File: src/rtl/alu_pkg.sv
`default_nettype none
// +----------------------------------------------------------------------------+
// | Module      : alu_pkg                                                      |
// | Description : Shared opcode map, flag bit positions, FSM state encoding    |
// |               and small decode helpers for multicycle_alu.                 |
// | Revision    : 1.0 - initial release                                        |
// +----------------------------------------------------------------------------+
package alu_pkg;

  // Operation codes (5-bit opsel). Codes 21..31 are undefined.
  localparam logic [4:0] OP_SHORT_B = 5'd0;   // pass srcB
  localparam logic [4:0] OP_ADD     = 5'd1;
  localparam logic [4:0] OP_SUB     = 5'd2;
  localparam logic [4:0] OP_INC     = 5'd3;
  localparam logic [4:0] OP_DEC     = 5'd4;
  localparam logic [4:0] OP_AND     = 5'd5;
  localparam logic [4:0] OP_OR      = 5'd6;
  localparam logic [4:0] OP_XOR     = 5'd7;
  localparam logic [4:0] OP_NOT     = 5'd8;
  localparam logic [4:0] OP_NEG     = 5'd9;
  localparam logic [4:0] OP_RSL     = 5'd10;
  localparam logic [4:0] OP_LSL     = 5'd11;
  localparam logic [4:0] OP_RSA     = 5'd12;
  localparam logic [4:0] OP_LSA     = 5'd13;
  localparam logic [4:0] OP_RSR     = 5'd14;
  localparam logic [4:0] OP_LSR     = 5'd15;
  localparam logic [4:0] OP_RSC     = 5'd16;
  localparam logic [4:0] OP_LSC     = 5'd17;
  localparam logic [4:0] OP_MUL     = 5'd18;
  localparam logic [4:0] OP_DIV     = 5'd19;
  localparam logic [4:0] OP_MOD     = 5'd20;

  // Bit positions inside the 4-bit flags word {ZF,NF,CF,OF}
  localparam int FLAG_Z = 3;
  localparam int FLAG_N = 2;
  localparam int FLAG_C = 1;
  localparam int FLAG_O = 0;

  typedef enum logic [1:0] {
    S_IDLE   = 2'd0,
    S_SHIFT  = 2'd1,
    S_MULDIV = 2'd2,
    S_DONE   = 2'd3
  } state_t;

  function automatic logic is_shift_op(input logic [4:0] op);
    return (op >= OP_RSL) && (op <= OP_LSC);
  endfunction

  function automatic logic [3:0] pack_flags(input logic z, input logic n,
                                            input logic c, input logic o);
    logic [3:0] f;
    f         = 4'b0000;
    f[FLAG_Z] = z;
    f[FLAG_N] = n;
    f[FLAG_C] = c;
    f[FLAG_O] = o;
    return f;
  endfunction

endpackage
`default_nettype wire

File: src/rtl/seq_muldiv.sv
`default_nettype none
// +----------------------------------------------------------------------------+
// | Module      : seq_muldiv                                                   |
// | Description : Iterative unsigned multiply (shift-add) / restoring divide.  |
// |               One step per clock, WIDTH steps total; the first step is     |
// |               performed on the start edge so done rises WIDTH cycles after |
// |               start. Results are held until the next start.                |
// | Ports       : clk, rst (sync, active high), start, is_div, a, b            |
// |               busy, done (1-cycle pulse), hi, lo                           |
// |               MUL: {hi,lo} = a*b     DIV: lo = a/b, hi = a%b               |
// | Revision    : 1.0 - initial release                                        |
// +----------------------------------------------------------------------------+
module seq_muldiv #(
  parameter int WIDTH = 16
) (
  input  logic             clk,
  input  logic             rst,
  input  logic             start,
  input  logic             is_div,
  input  logic [WIDTH-1:0] a,
  input  logic [WIDTH-1:0] b,
  output logic             busy,
  output logic             done,
  output logic [WIDTH-1:0] hi,
  output logic [WIDTH-1:0] lo
);

  localparam int               CNT_W       = $clog2(WIDTH) + 1;
  localparam logic [CNT_W-1:0] C_FIRST_CNT = CNT_W'(WIDTH - 1);

  logic [WIDTH-1:0] r_hi, r_lo, r_b;
  logic             r_div, r_busy, r_done;
  logic [CNT_W-1:0] r_cnt;

  logic [WIDTH-1:0] w_hi, w_lo, w_b, w_hi_nxt, w_lo_nxt;
  logic             w_div;
  logic [WIDTH:0]   w_sum;
  logic [WIDTH:0]   w_shl;

  // Step source is the fresh operand set on start, otherwise the running state.
  always_comb begin
    w_hi  = start ? '0     : r_hi;
    w_lo  = start ? a      : r_lo;
    w_b   = start ? b      : r_b;
    w_div = start ? is_div : r_div;

    // multiply: conditionally add multiplicand, then shift {acc,q} right
    w_sum = {1'b0, w_hi} + (w_lo[0] ? {1'b0, w_b} : '0);
    // divide: shift next dividend bit into the partial remainder
    w_shl = {w_hi, w_lo[WIDTH-1]};

    w_hi_nxt = w_sum[WIDTH:1];
    w_lo_nxt = {w_sum[0], w_lo[WIDTH-1:1]};
    if (w_div) begin
      if (w_shl >= {1'b0, w_b}) begin
        w_hi_nxt = WIDTH'(w_shl - {1'b0, w_b});
        w_lo_nxt = {w_lo[WIDTH-2:0], 1'b1};
      end else begin
        w_hi_nxt = w_shl[WIDTH-1:0];
        w_lo_nxt = {w_lo[WIDTH-2:0], 1'b0};
      end
    end
  end

  always_ff @(posedge clk) begin
    if (rst) begin
      r_hi   <= '0;
      r_lo   <= '0;
      r_b    <= '0;
      r_div  <= 1'b0;
      r_busy <= 1'b0;
      r_done <= 1'b0;
      r_cnt  <= '0;
    end else begin
      r_done <= 1'b0;
      if (start) begin
        r_hi   <= w_hi_nxt;
        r_lo   <= w_lo_nxt;
        r_b    <= b;
        r_div  <= is_div;
        r_cnt  <= C_FIRST_CNT;
        r_busy <= 1'b1;
      end else if (r_busy) begin
        r_hi  <= w_hi_nxt;
        r_lo  <= w_lo_nxt;
        r_cnt <= r_cnt - 1'b1;
        if (r_cnt == CNT_W'(1)) begin
          r_busy <= 1'b0;
          r_done <= 1'b1;
        end
      end
    end
  end

  assign busy = r_busy;
  assign done = r_done;
  assign hi   = r_hi;
  assign lo   = r_lo;

endmodule
`default_nettype wire

File: src/rtl/multicycle_alu.sv
`default_nettype none
// +----------------------------------------------------------------------------+
// | Module      : multicycle_alu                                               |
// | Description : Multi-cycle ALU. Single-cycle arithmetic/logic ops, 1-bit-   |
// |               per-cycle shifts/rotates, iterative MUL/DIV/MOD.             |
// | Ports       : clk, rst (sync, active high)                                 |
// |               start, opsel[4:0], srcA, srcB, Cflag, Oflag   (inputs)       |
// |               ready, done (1-cycle pulse), res, extra_res,                 |
// |               flags[3:0] = {ZF,NF,CF,OF}                    (outputs)      |
// | Revision    : 1.0 - initial release                                        |
// +----------------------------------------------------------------------------+
module multicycle_alu
  import alu_pkg::*;
#(
  parameter int WIDTH = 16
) (
  input  logic             clk,
  input  logic             rst,
  input  logic             start,
  input  logic [4:0]       opsel,
  input  logic [WIDTH-1:0] srcA,
  input  logic [WIDTH-1:0] srcB,
  input  logic             Cflag,
  input  logic             Oflag,
  output logic             ready,
  output logic             done,
  output logic [WIDTH-1:0] res,
  output logic [WIDTH-1:0] extra_res,
  output logic [3:0]       flags
);

  localparam int SH_W  = $clog2(WIDTH);
  localparam int CNT_W = SH_W + 1;
  localparam int MSB   = WIDTH - 1;

  state_t           r_state;
  logic             r_ready, r_done;
  logic [WIDTH-1:0] r_res, r_extra, r_sh;
  logic [3:0]       r_flags;
  logic [4:0]       r_op;
  logic             r_c, r_of;
  logic [CNT_W-1:0] r_cnt;

  // single-cycle decode
  logic [SH_W-1:0]  w_n;
  logic             w_to_shift, w_to_md, w_md_start;
  logic [WIDTH:0]   w_sum;
  logic [WIDTH-1:0] w_one_res, w_one_extra;
  logic             w_one_c, w_one_o, w_one_keep;
  logic [3:0]       w_one_flags;

  // shift step
  logic [WIDTH-1:0] w_sh_nxt;
  logic             w_c_nxt, w_of_nxt;

  // mul/div unit
  logic             w_md_busy, w_md_done;
  logic [WIDTH-1:0] w_md_hi, w_md_lo, w_md_res, w_md_extra;
  logic [3:0]       w_md_flags;

  assign w_n        = srcB[SH_W-1:0];   // srcB mod WIDTH
  assign w_to_shift = is_shift_op(opsel) && (w_n != '0);
  assign w_to_md    = (opsel == OP_MUL) ||
                      (((opsel == OP_DIV) || (opsel == OP_MOD)) && (srcB != '0));
  assign w_md_start = start && (r_state == S_IDLE) && w_to_md && !w_md_busy;

  always_comb begin
    w_sum       = '0;
    w_one_res   = '0;
    w_one_extra = '0;
    w_one_c     = Cflag;
    w_one_o     = Oflag;
    w_one_keep  = 1'b0;
    case (opsel)
      OP_SHORT_B: w_one_res = srcB;
      OP_ADD: begin
        w_sum     = {1'b0, srcA} + {1'b0, srcB};
        w_one_res = w_sum[MSB:0];
        w_one_c   = w_sum[WIDTH];
        w_one_o   = (srcA[MSB] == srcB[MSB]) && (w_sum[MSB] != srcA[MSB]);
      end
      OP_SUB: begin
        w_sum     = {1'b0, srcA} - {1'b0, srcB};
        w_one_res = w_sum[MSB:0];
        w_one_c   = w_sum[WIDTH];
        w_one_o   = (srcA[MSB] != srcB[MSB]) && (w_sum[MSB] != srcA[MSB]);
      end
      OP_INC: begin
        w_sum     = {1'b0, srcA} + (WIDTH+1)'(1);
        w_one_res = w_sum[MSB:0];
        w_one_c   = w_sum[WIDTH];
        w_one_o   = !srcA[MSB] && w_sum[MSB];
      end
      OP_DEC: begin
        w_sum     = {1'b0, srcA} - (WIDTH+1)'(1);
        w_one_res = w_sum[MSB:0];
        w_one_c   = w_sum[WIDTH];
        w_one_o   = srcA[MSB] && !w_sum[MSB];
      end
      OP_AND: w_one_res = srcA & srcB;
      OP_OR:  w_one_res = srcA | srcB;
      OP_XOR: w_one_res = srcA ^ srcB;
      OP_NOT: w_one_res = ~srcA;
      OP_NEG: w_one_res = '0 - srcA;
      // zero-length shift finishes immediately with srcA unchanged
      OP_RSL, OP_LSL, OP_RSA, OP_LSA,
      OP_RSR, OP_LSR, OP_RSC, OP_LSC: w_one_res = srcA;
      // only reached here on a zero divisor
      OP_DIV, OP_MOD: begin
        w_one_res   = '1;
        w_one_extra = srcA;
        w_one_c     = 1'b1;
        w_one_o     = 1'b0;
      end
      default: w_one_keep = 1'b1;
    endcase
    w_one_flags = w_one_keep ? r_flags
                             : pack_flags(w_one_res == '0, w_one_res[MSB], w_one_c, w_one_o);
  end

  always_comb begin
    w_sh_nxt = r_sh;
    w_c_nxt  = r_c;
    w_of_nxt = r_of;
    case (r_op)
      OP_RSL: begin w_c_nxt = r_sh[0];   w_sh_nxt = {1'b0, r_sh[MSB:1]};      end
      OP_LSL: begin w_c_nxt = r_sh[MSB]; w_sh_nxt = {r_sh[MSB-1:0], 1'b0};    end
      OP_RSA: begin w_c_nxt = r_sh[0];   w_sh_nxt = {r_sh[MSB], r_sh[MSB:1]}; end
      OP_LSA: begin
        w_c_nxt  = r_sh[MSB];
        w_sh_nxt = {r_sh[MSB-1:0], 1'b0};
        // MSB changes whenever the two top bits differ before the step
        w_of_nxt = r_of | (r_sh[MSB] ^ r_sh[MSB-1]);
      end
      OP_RSR: begin w_c_nxt = r_sh[0];   w_sh_nxt = {r_sh[0], r_sh[MSB:1]};     end
      OP_LSR: begin w_c_nxt = r_sh[MSB]; w_sh_nxt = {r_sh[MSB-1:0], r_sh[MSB]}; end
      // carry is the extra bit of a WIDTH+1 ring
      OP_RSC: begin w_c_nxt = r_sh[0];   w_sh_nxt = {r_c, r_sh[MSB:1]};         end
      OP_LSC: begin w_c_nxt = r_sh[MSB]; w_sh_nxt = {r_sh[MSB-1:0], r_c};       end
      default: ;
    endcase
  end

  seq_muldiv #(.WIDTH(WIDTH)) u_muldiv (
    .clk    (clk),
    .rst    (rst),
    .start  (w_md_start),
    .is_div (opsel != OP_MUL),
    .a      (srcA),
    .b      (srcB),
    .busy   (w_md_busy),
    .done   (w_md_done),
    .hi     (w_md_hi),
    .lo     (w_md_lo)
  );

  always_comb begin
    w_md_res   = w_md_lo;
    w_md_extra = w_md_hi;
    w_md_flags = pack_flags(w_md_lo == '0, w_md_lo[MSB], 1'b0, 1'b0);
    if (r_op == OP_MUL) begin
      w_md_flags = pack_flags({w_md_hi, w_md_lo} == '0, w_md_hi[MSB],
                              w_md_hi != '0, w_md_hi != '0);
    end else if (r_op == OP_MOD) begin
      w_md_res   = w_md_hi;
      w_md_extra = '0;
      w_md_flags = pack_flags(w_md_hi == '0, w_md_hi[MSB], 1'b0, 1'b0);
    end
  end

  always_ff @(posedge clk) begin
    if (rst) begin
      r_state <= S_IDLE;
      r_ready <= 1'b1;
      r_done  <= 1'b0;
      r_res   <= '0;
      r_extra <= '0;
      r_flags <= '0;
      r_op    <= '0;
      r_sh    <= '0;
      r_c     <= 1'b0;
      r_of    <= 1'b0;
      r_cnt   <= '0;
    end else begin
      r_done <= 1'b0;
      case (r_state)
        S_IDLE: begin
          if (start) begin
            r_ready <= 1'b0;
            r_op    <= opsel;
            if (w_to_shift) begin
              r_state <= S_SHIFT;
              r_cnt   <= {1'b0, w_n};
              r_sh    <= srcA;
              r_c     <= Cflag;
              r_of    <= (opsel == OP_LSA) ? 1'b0 : Oflag;
            end else if (w_to_md) begin
              r_state <= S_MULDIV;
            end else begin
              r_state <= S_DONE;
              r_done  <= 1'b1;
              r_res   <= w_one_res;
              r_extra <= w_one_extra;
              r_flags <= w_one_flags;
            end
          end
        end
        S_SHIFT: begin
          r_sh  <= w_sh_nxt;
          r_c   <= w_c_nxt;
          r_of  <= w_of_nxt;
          r_cnt <= r_cnt - 1'b1;
          if (r_cnt == CNT_W'(1)) begin
            r_state <= S_DONE;
            r_done  <= 1'b1;
            r_res   <= w_sh_nxt;
            r_extra <= '0;
            r_flags <= pack_flags(w_sh_nxt == '0, w_sh_nxt[MSB], w_c_nxt, w_of_nxt);
          end
        end
        S_MULDIV: begin
          if (w_md_done) begin
            r_state <= S_DONE;
            r_done  <= 1'b1;
            r_res   <= w_md_res;
            r_extra <= w_md_extra;
            r_flags <= w_md_flags;
          end
        end
        S_DONE: begin
          r_state <= S_IDLE;
          r_ready <= 1'b1;
        end
        default: begin
          r_state <= S_IDLE;
          r_ready <= 1'b1;
        end
      endcase
    end
  end

  assign ready     = r_ready;
  assign done      = r_done;
  assign res       = r_res;
  assign extra_res = r_extra;
  assign flags     = r_flags;

endmodule
`default_nettype wire

File: config.mk
export PLATFORM = sky130hd
export DESIGN_NAME = multicycle_alu
export DESIGN_NICKNAME = d
export VERILOG_FILES = /design/src/rtl/alu_pkg.sv /design/src/rtl/seq_muldiv.sv /design/src/rtl/multicycle_alu.sv
export SDC_FILE = /design/constraint.sdc
export NUM_CORES = 1
export LEC_CHECK = 0
export CAP_MARGIN = 20
export CORE_MARGIN = 8
export CORE_UTILIZATION = 35
export CTS_CLUSTER_DIAMETER = 120
export DETAILED_ROUTE_END_ITERATION = 7
export SETUP_SLACK_MARGIN = 0.02
export SYNTH_ARGS = -nofsm -noshare
export SYNTH_HDL_FRONTEND = slang
export SYNTH_HIERARCHICAL = 1
export SYNTH_SLANG_ARGS = --single-unit
export TNS_END_PERCENT = 100
File: constraint.sdc
create_clock -name clk -period 10.7 [get_ports clk]
set_input_delay 2.14 -clock clk [delete_from_list [all_inputs] [get_ports clk]]
set_output_delay 2.14 -clock clk [all_outputs]
set_load 0.005 [all_outputs]
# Yosys cells after proc, flatten, opt, wreduce, memory -nomap -nowiden
# Cells that the tools add are included.
[totals] regBits=124 inputBits=42 out_inout_bits=38 elab_cells=206
[op_classes] add_sub_neg=9 order_cmp=3 eq_ne=47 n_mux=78 bitwise_logic=7 reduce_logical=43
[ops] operator="16-bit two-way mux" count=28
[ops] operator="16-bit case mux with 12 select lines" count=1
[ops] operator="16-bit case mux with 7 select lines" count=1
[ops] operator="16-bit case mux with 3 select lines" count=2
[ops] operator="5-bit by 4-bit equality test with 1-bit output, second input constant" count=14
[ops] operator="16-bit zero test" count=4
[ops] operator="5-bit equality test, second input constant" count=9
[ops] operator="4-bit two-way mux" count=10
[ops] operator="16-bit by 16-bit adder with 17-bit output" count=2
[ops] operator="32-bit zero test" count=1
[ops] operator="16-bit case mux with 2 select lines" count=1
[ops] operator="16-bit nonzero test" count=2
[ops] operator="5-bit by 3-bit equality test with 1-bit output, second input constant" count=4
[ops] operator="20-bit OR reduction" count=1
[ops] operator="1-bit two-way mux" count=19
[ops] operator="16-bit by 1-bit adder with 17-bit output, second input constant" count=1
[ops] operator="17-bit by 16-bit >= comparator with 1-bit output" count=1
[ops] operator="16-bit by 1-bit subtractor with 17-bit output, second input constant" count=1
[ops] operator="16-bit by 16-bit subtractor with 17-bit output" count=1
[ops] operator="16-bit bitwise AND" count=1
[ops] operator="16-bit NOT" count=1
[ops] operator="16-bit OR" count=1
[ops] operator="1-bit by 16-bit subtractor with 16-bit output, first input constant" count=1
[ops] operator="16-bit subtractor" count=1
[ops] operator="40 further kinds" count=79

# Depth between registers and ports, before layout
[depth] depth_word=12 ltp_mapped=26 depth_no_buf=17

# Cells and area by module
# The synthesis kept the hierarchy.
[modules_own_cells] module="multicycle_alu" n_inst=1 cells_each=1202 area_each_um2=8446.9 seq_area_each_um2=1361.3
[modules_own_cells] module="seq_muldiv" n_inst=1 cells_each=545 area_each_um2=4438.0 seq_area_each_um2=1121.1

# Least setup slack after synthesis
# OpenSTA, ideal clock, no wires.
[synth_timing] kind="input to register" startpoint="in opsel[2]" endpoint="reg u_muldiv.r_hi[12] (netlist: u_muldiv/hi[12])" setup_time_ns=0.079 arrival_ns=7.408 t_required_ns=10.621 path_slack_ns=3.213 stages=24 n_path_buf=8 path_cell_list="buf_6 > buf_2 > or4_1 > a21boi_1 > nor3_1 > buf_6 > buf_2 > buf_1 > clkbuf_1 > buf_2 > buf_2 > mux2i_1 > inv_1 > ha_1 > inv_1 > fa_1 > a31oi_1 > o32ai_2 > a31oi_2 > o311a_1 > o21bai_1 > or3b_1 > a21o_1 > a211oi_2"
[synth_via] elab_chain_cells=12 word_cells_on_any_way=22 classes_between="2 x add/sub; 1 x order compare; 4 x eq/ne; 9 x mux; 6 x reduce/logical"
[synth_rtl] item="start: declaration" line="multicycle_alu.sv:20" rtl="input logic [4:0] opsel,"
[synth_rtl] item="5-bit equality test" line="multicycle_alu.sv:64" rtl="(((opsel == OP_DIV) || (opsel == OP_MOD)) && (srcB != '0));"
[synth_rtl] item="1-bit logical OR" line="multicycle_alu.sv:64"
[synth_rtl] item="1-bit logical AND" line="multicycle_alu.sv:64"
[synth_rtl] item="1-bit logical OR (*)" line="multicycle_alu.sv:63" rtl="assign w_to_md = (opsel == OP_MUL) ||"
[synth_rtl] item="1-bit logical AND (*) (2 in a row)" line="multicycle_alu.sv:65" rtl="assign w_md_start = start && (r_state == S_IDLE) && w_to_md && !w_md_busy;"
[synth_rtl] item="named net w_md_start" line="multicycle_alu.sv:46" rtl="logic w_to_shift, w_to_md, w_md_start;"
[synth_rtl] item="16-bit two-way mux (*)"
[synth_rtl] item="named net u_muldiv.w_b[0]" line="seq_muldiv.sv:35" rtl="logic [WIDTH-1:0] w_hi, w_lo, w_b, w_hi_nxt, w_lo_nxt;"
[synth_rtl] item="16-bit two-way mux, or another cell as far along" line="seq_muldiv.sv:48" rtl="w_sum = {1'b0, w_hi} + (w_lo[0] ? {1'b0, w_b} : '0);"
[synth_rtl] item="16-bit by 16-bit adder with 17-bit output or 16-bit two-way mux (tied branches)" line="seq_muldiv.sv:48, seq_muldiv.sv:55"
[synth_rtl] item="16-bit two-way mux (*)" line="seq_muldiv.sv:54" rtl="if (w_div) begin"
[synth_rtl] item="16-bit two-way mux" line="seq_muldiv.sv:83" rtl="end else if (r_busy) begin"
[synth_rtl] item="16-bit two-way mux (*)" line="seq_muldiv.sv:76" rtl="if (start) begin"
[synth_rtl] item="end signal: assignment" line="seq_muldiv.sv:77" rtl="r_hi <= w_hi_nxt;"
[synth_rtl] item="end signal: assignment" line="seq_muldiv.sv:84" rtl="r_hi <= w_hi_nxt;"
[synth_rtl] item="end: declaration" line="seq_muldiv.sv:31" rtl="logic [WIDTH-1:0] r_hi, r_lo, r_b;"
# Mark *: on every way through the listed nets, which the timed path passes. The rest lies on a longest branch. The select of a mux whose other input is x is not followed.
# A chain may end at the register's enable or synchronous reset.

# Worst setup path in the final report
[layout_timing] startpoint="in opsel[1]" endpoint="reg u_muldiv.r_hi[4] (netlist: u_muldiv/hi[4])"
[layout_via] elab_chain_cells=12 word_cells_on_any_way=22 classes_between="2 x add/sub; 1 x order compare; 4 x eq/ne; 9 x mux; 6 x reduce/logical"
[layout_rtl] item="5-bit equality test" line="multicycle_alu.sv:64"
[layout_rtl] item="1-bit logical OR" line="multicycle_alu.sv:64"
[layout_rtl] item="1-bit logical AND" line="multicycle_alu.sv:64"
[layout_rtl] item="1-bit logical OR (*)" line="multicycle_alu.sv:63"
[layout_rtl] item="1-bit logical AND (*) (2 in a row)" line="multicycle_alu.sv:65"
[layout_rtl] item="named net w_md_start" line="multicycle_alu.sv:46"
[layout_rtl] item="16-bit two-way mux, on equally long branches"
[layout_rtl] item="16-bit two-way mux, or another cell as far along" line="seq_muldiv.sv:48"
[layout_rtl] item="16-bit by 16-bit adder with 17-bit output or 16-bit two-way mux (tied branches)" line="seq_muldiv.sv:48, seq_muldiv.sv:55"
[layout_rtl] item="16-bit two-way mux" line="seq_muldiv.sv:54"
[layout_rtl] item="16-bit two-way mux" line="seq_muldiv.sv:83"
[layout_rtl] item="16-bit two-way mux" line="seq_muldiv.sv:76"
# Marks and branches as above.

==> results list <==
* Clk_skew: 13.4 ps
- Slowest cell on the critical path: clkdlybuf4s50_1
- RSZ-0062 raised after global routing: no
- Final Setup Violations: 0
- Worst path max stage delay: 850 ps
- Final HPWL DP: 38,900 µm
- The worst hold path belongs to the class flop to flop.
- In the final timing run, aggregate negative setup slack is 0 ps.
* Critical path data arrival time: 8550 ps
* Per-cell routed wire length: 23.8 µm
* Number of routed nets with antenna violations: 0
- Slew HR: 29.3%
- Clock latency on the worst-skew pair, taken at its later pin, is 430 ps.
* Horizontal die dimension: 208 µm
- Max Cap Violations: 0
- Critical path startpoint category: input port
* Met3 GRT Util: 4.70%
* Measured slew at the worst slew-check pin: 1060 ps
* Global route hottest layer: met2
- Global-route wire length before repair: 81,100 µm
* Count of state elements after synthesis: 124
- The tree built by TritonCTS fans out to 124 sinks.
- After synthesis, the cell types taking the most area are dfxtp_1, ha_1, a21oi_1.
* Number of design rule violations left after detail routing: 0
- H-tree levels: 4
* Final wirelength: 53,100 µm
- STA classifies the critical path endpoint as a flop.
* Total placed instance area: 13,900 µm²
- Number of flops mapped to enable cells by yosys: 0
* Maximum VDD drop: 0.105 mV
- After the flow finishes, the layout carries non-filler instances totaling 2,227.
- The flow ran to the end, and the final reports show no timing, DRC or antenna violations.
* Number of cells after detailed placement: 2,193
* Vert. Die Dim: 208 µm
- In the final layout, the multi-input gates occupy 9570 µm².
- Drt first-iter violations: 1,828
* Number of nets produced by synthesis: 1,886
- Critical-path maximum fanout: 55
- After synthesis, the mean cell area works out to 7.38 µm².
* Vias in the first global route: 13.2k
- Top cell type's share of synthesized area: 19.3%
- At the end of the flow, the number of nets in the layout was 1,885.
- I/O pins: 80
* Clk pin slew, worst setup/hold paths: 60 ps
* TritonCTS clock tree: done
- Detailed routing inserted a total of 14.2k vias.
* Required time of the worst setup path: 10,980 ps
* Met2 track demand over resource in global routing: 35.0%
* Highest clock frequency the design can meet: 0.121 GHz
- The setup path with the least slack is of type input port to flop.
* Met1 Use GR: 31.8%
* Cell class contributing the biggest share of worst-path delay: compound AO/OA/AOI/OAI gates
- Cell row count: 70
- The mapped netlist covers 12,900 µm².
- Power per Cell Area: 172 nW/µm²
* Post-Route Hold Slack: 453 ps
- In the post-synthesis netlist, the cell with the most instances is nand2_1.
- Overall routing resource usage: 23.5%
- Counting stages on the worst path, the most repeated cell is buf_4.
- The floorplan step defined a die boundary enclosing 43,200 µm².
- Summing all non-filler instances in the final layout gives an area of 14,500 µm².
- The signal on the critical path passes through clkdlybuf4s50_1 > nor3b_1 > o21a_1 > a21boi_1 > nor3_2 > buf_4 > mux2i_1 > ha_1 > nor2b_1 > o31ai_1 > a211oi_1 > nor2_1 > o221ai_2 > a21oi_2 > buf_4 > mux2_2 > nand2_1 > a311oi_1.
- Fraction of the yosys area taken by sequential cells: 19.3%
- Share of flip-flops with an asynchronous set or reset: 0%
- Pin count of the biggest net entering global routing: 66
- The tree is rooted in a clkbuf_16.
- Routability-driven placement finished with a final weighted congestion of 0.991.
* Via-per-instance ratio: 6.37
- For this run the aggregate overflow at the end of global routing stands at 0.
* Worst-case register-to-register setup slack: 5230 ps
- The number of gates resized after CTS was 0.
- The worst path uses 77.3% of the clock period.
- Number of antenna violations at the first check in global routing: 3
- Hold repair after CTS inserted 0 buffers.
- The initial utilization of the core area, before any placement, comes to 35.4%.
- Number of search-and-repair iterations in the first detailed-routing pass: 6
* Area added between synthesis and finish: 12.5%
* Diode count: 0
- Warnings, synthesis: 6
- Setup Fix Bufs, Post-CTS: 0
- The critical path contains buffers and inverters numbering 3 combined.
* Inserted Clock Buffers: 17
- In this run, distinct cell masters in the synthesized netlist total 108.
- The longest clock path from root to sink contains 2 buffers.
- The smallest clock period supported by the final layout is computed as 8270 ps.
- Cells with a size suffix above 1 make up 6.99% of the layout.
- After filler insertion, the fill cell instance count of the layout stands at 3,778.
* Final count of hold timing violations: 0
- The count of pins over their slew limit was 0.
* Synth top cells by count: nand2_1, nor2_1, a21oi_1, dfxtp_1, ha_1
- The count of buffers added on input and output ports is 79.
- In this run the static leakage power is 5.40 nW.
- Counting every instance in the synthesized netlist gives 1,747.
* Floorplan Core Area: 36,400 µm²
- Across the whole layout, storage elements account for 2480 µm².
- dfxtp_1 takes more of the synthesized area than any other cell.
- The most used flip-flop cell after synthesis is dfxtp_1.
==> report_power, final <==
group | internal (mW) | switching, mW | leakage [nW]
clock network | 0.363 | 0.235 | 0.285
logic | 0.488 | 0.784 | 4.11
registers | 0.551 | 0.0679 | 1.01
==> layout by cell type (no fill, tap or decap), types with 9 or more instances in the layout <==
master / n
a21o_1: 15
xnor2_1: 40
nand4_1: 12
mux2_2: 9
mux2i_1: 52
o211ai_1: 23
buf_4: 26
nor2b_1: 36
nor2_1: 190
mux4_2: 10
or3_1: 13
a2111oi_0: 9
a31oi_1: 14
nor3_1: 61
a221oi_1: 35
nand2b_1: 12
inv_1: 68
xor2_1: 16
o31ai_1: 10
nand2_1: 196
a22oi_1: 14
o21bai_1: 12
nand3_1: 46
o22a_1: 9
dfxtp_1: 124
clkbuf_16: 17
nor4_1: 26
a311oi_1: 10
o21a_1: 14
a211oi_1: 40
clkdlybuf4s50_1: 78
ha_1: 94
o21ai_0: 71
a21oi_1: 145
==> cell type report <==
| type | count | area share [%] |
|---|---|---|
| Timing Repair Buffer | 106 | 6.91 |
| Multi-Input combinational cell | 1427 | 66.0 |
| Tap cell | 468 | 4.04 |
| Sequential cell | 124 | 17.1 |
| Clock buffer | 20 | 3.22 |
| Clock inverter | 12 | 0.932 |
| Inverter | 70 | 1.81 |
==> worst register-to-register path, delay by kind of cell (launching register included) <==
kind                       cells  cell delay, ps
muxes                          2             860
adders and majority gates      2             830
DFF                            1             350
AOI/OAI and AO/OA              5            1130
buffers and inverters          3            1050
and+or+nand+nor                5            1100
==> flip-flops by register name, summed over array words and instances, names as in the netlist <==
name / count
u_muldiv/lo: 16
u_muldiv/busy: 1
r_cnt: 5
u_muldiv/hi: 16
flags: 4
r_sh: 16
extra_res: 16
r_op: 5
r_c: 1
ready: 1
u_muldiv/r_div: 1
u_muldiv/r_cnt: 5
u_muldiv/done: 1
u_muldiv/r_b: 16
r_state: 2
r_of: 1
res: 16
done: 1
==> cells by family after synthesis <==
logic type,share of synthesized area (%)
AO/OA/AOI/OAI,28.9
flip-flops,19.3
XOR/XNOR,3.81
adder cells (fa/ha/maj),9.67
AND/OR/NAND/NOR,25.0
multiplexers,6.68
buffers and inverters,6.68
==> metal layers <==
layer / vias to the layer above / part of all wire [%]
li1: 6461 / -
met1: 6765 / 44
met2: 786 / 42
met3: 158 / 9.1
met4: 6 / 5.2
met5: - / 0.064
==> per-stage QoR <==
step	setup WS (ps)	power, mW	util [%]
finish	2430	2.49	39.8
global route	2110	2.63	39.8
CTS	2620	2.46	39.7
detailed placement	2240	1.87	38.1
global placement	2450	1.86	38.1
floorplan	3210	1.43	-
==> worst paths after layout <==
path,depth (start not counted),to,from
setup / recovery,18,u_muldiv/hi[4],opsel[1]
hold / removal,2,res[12],res[12]
setup reg to reg,17,u_muldiv/hi[4],r_state[0]
hold reg to reg,2,res[12],res[12]
(Power assumes the default switching activity.)
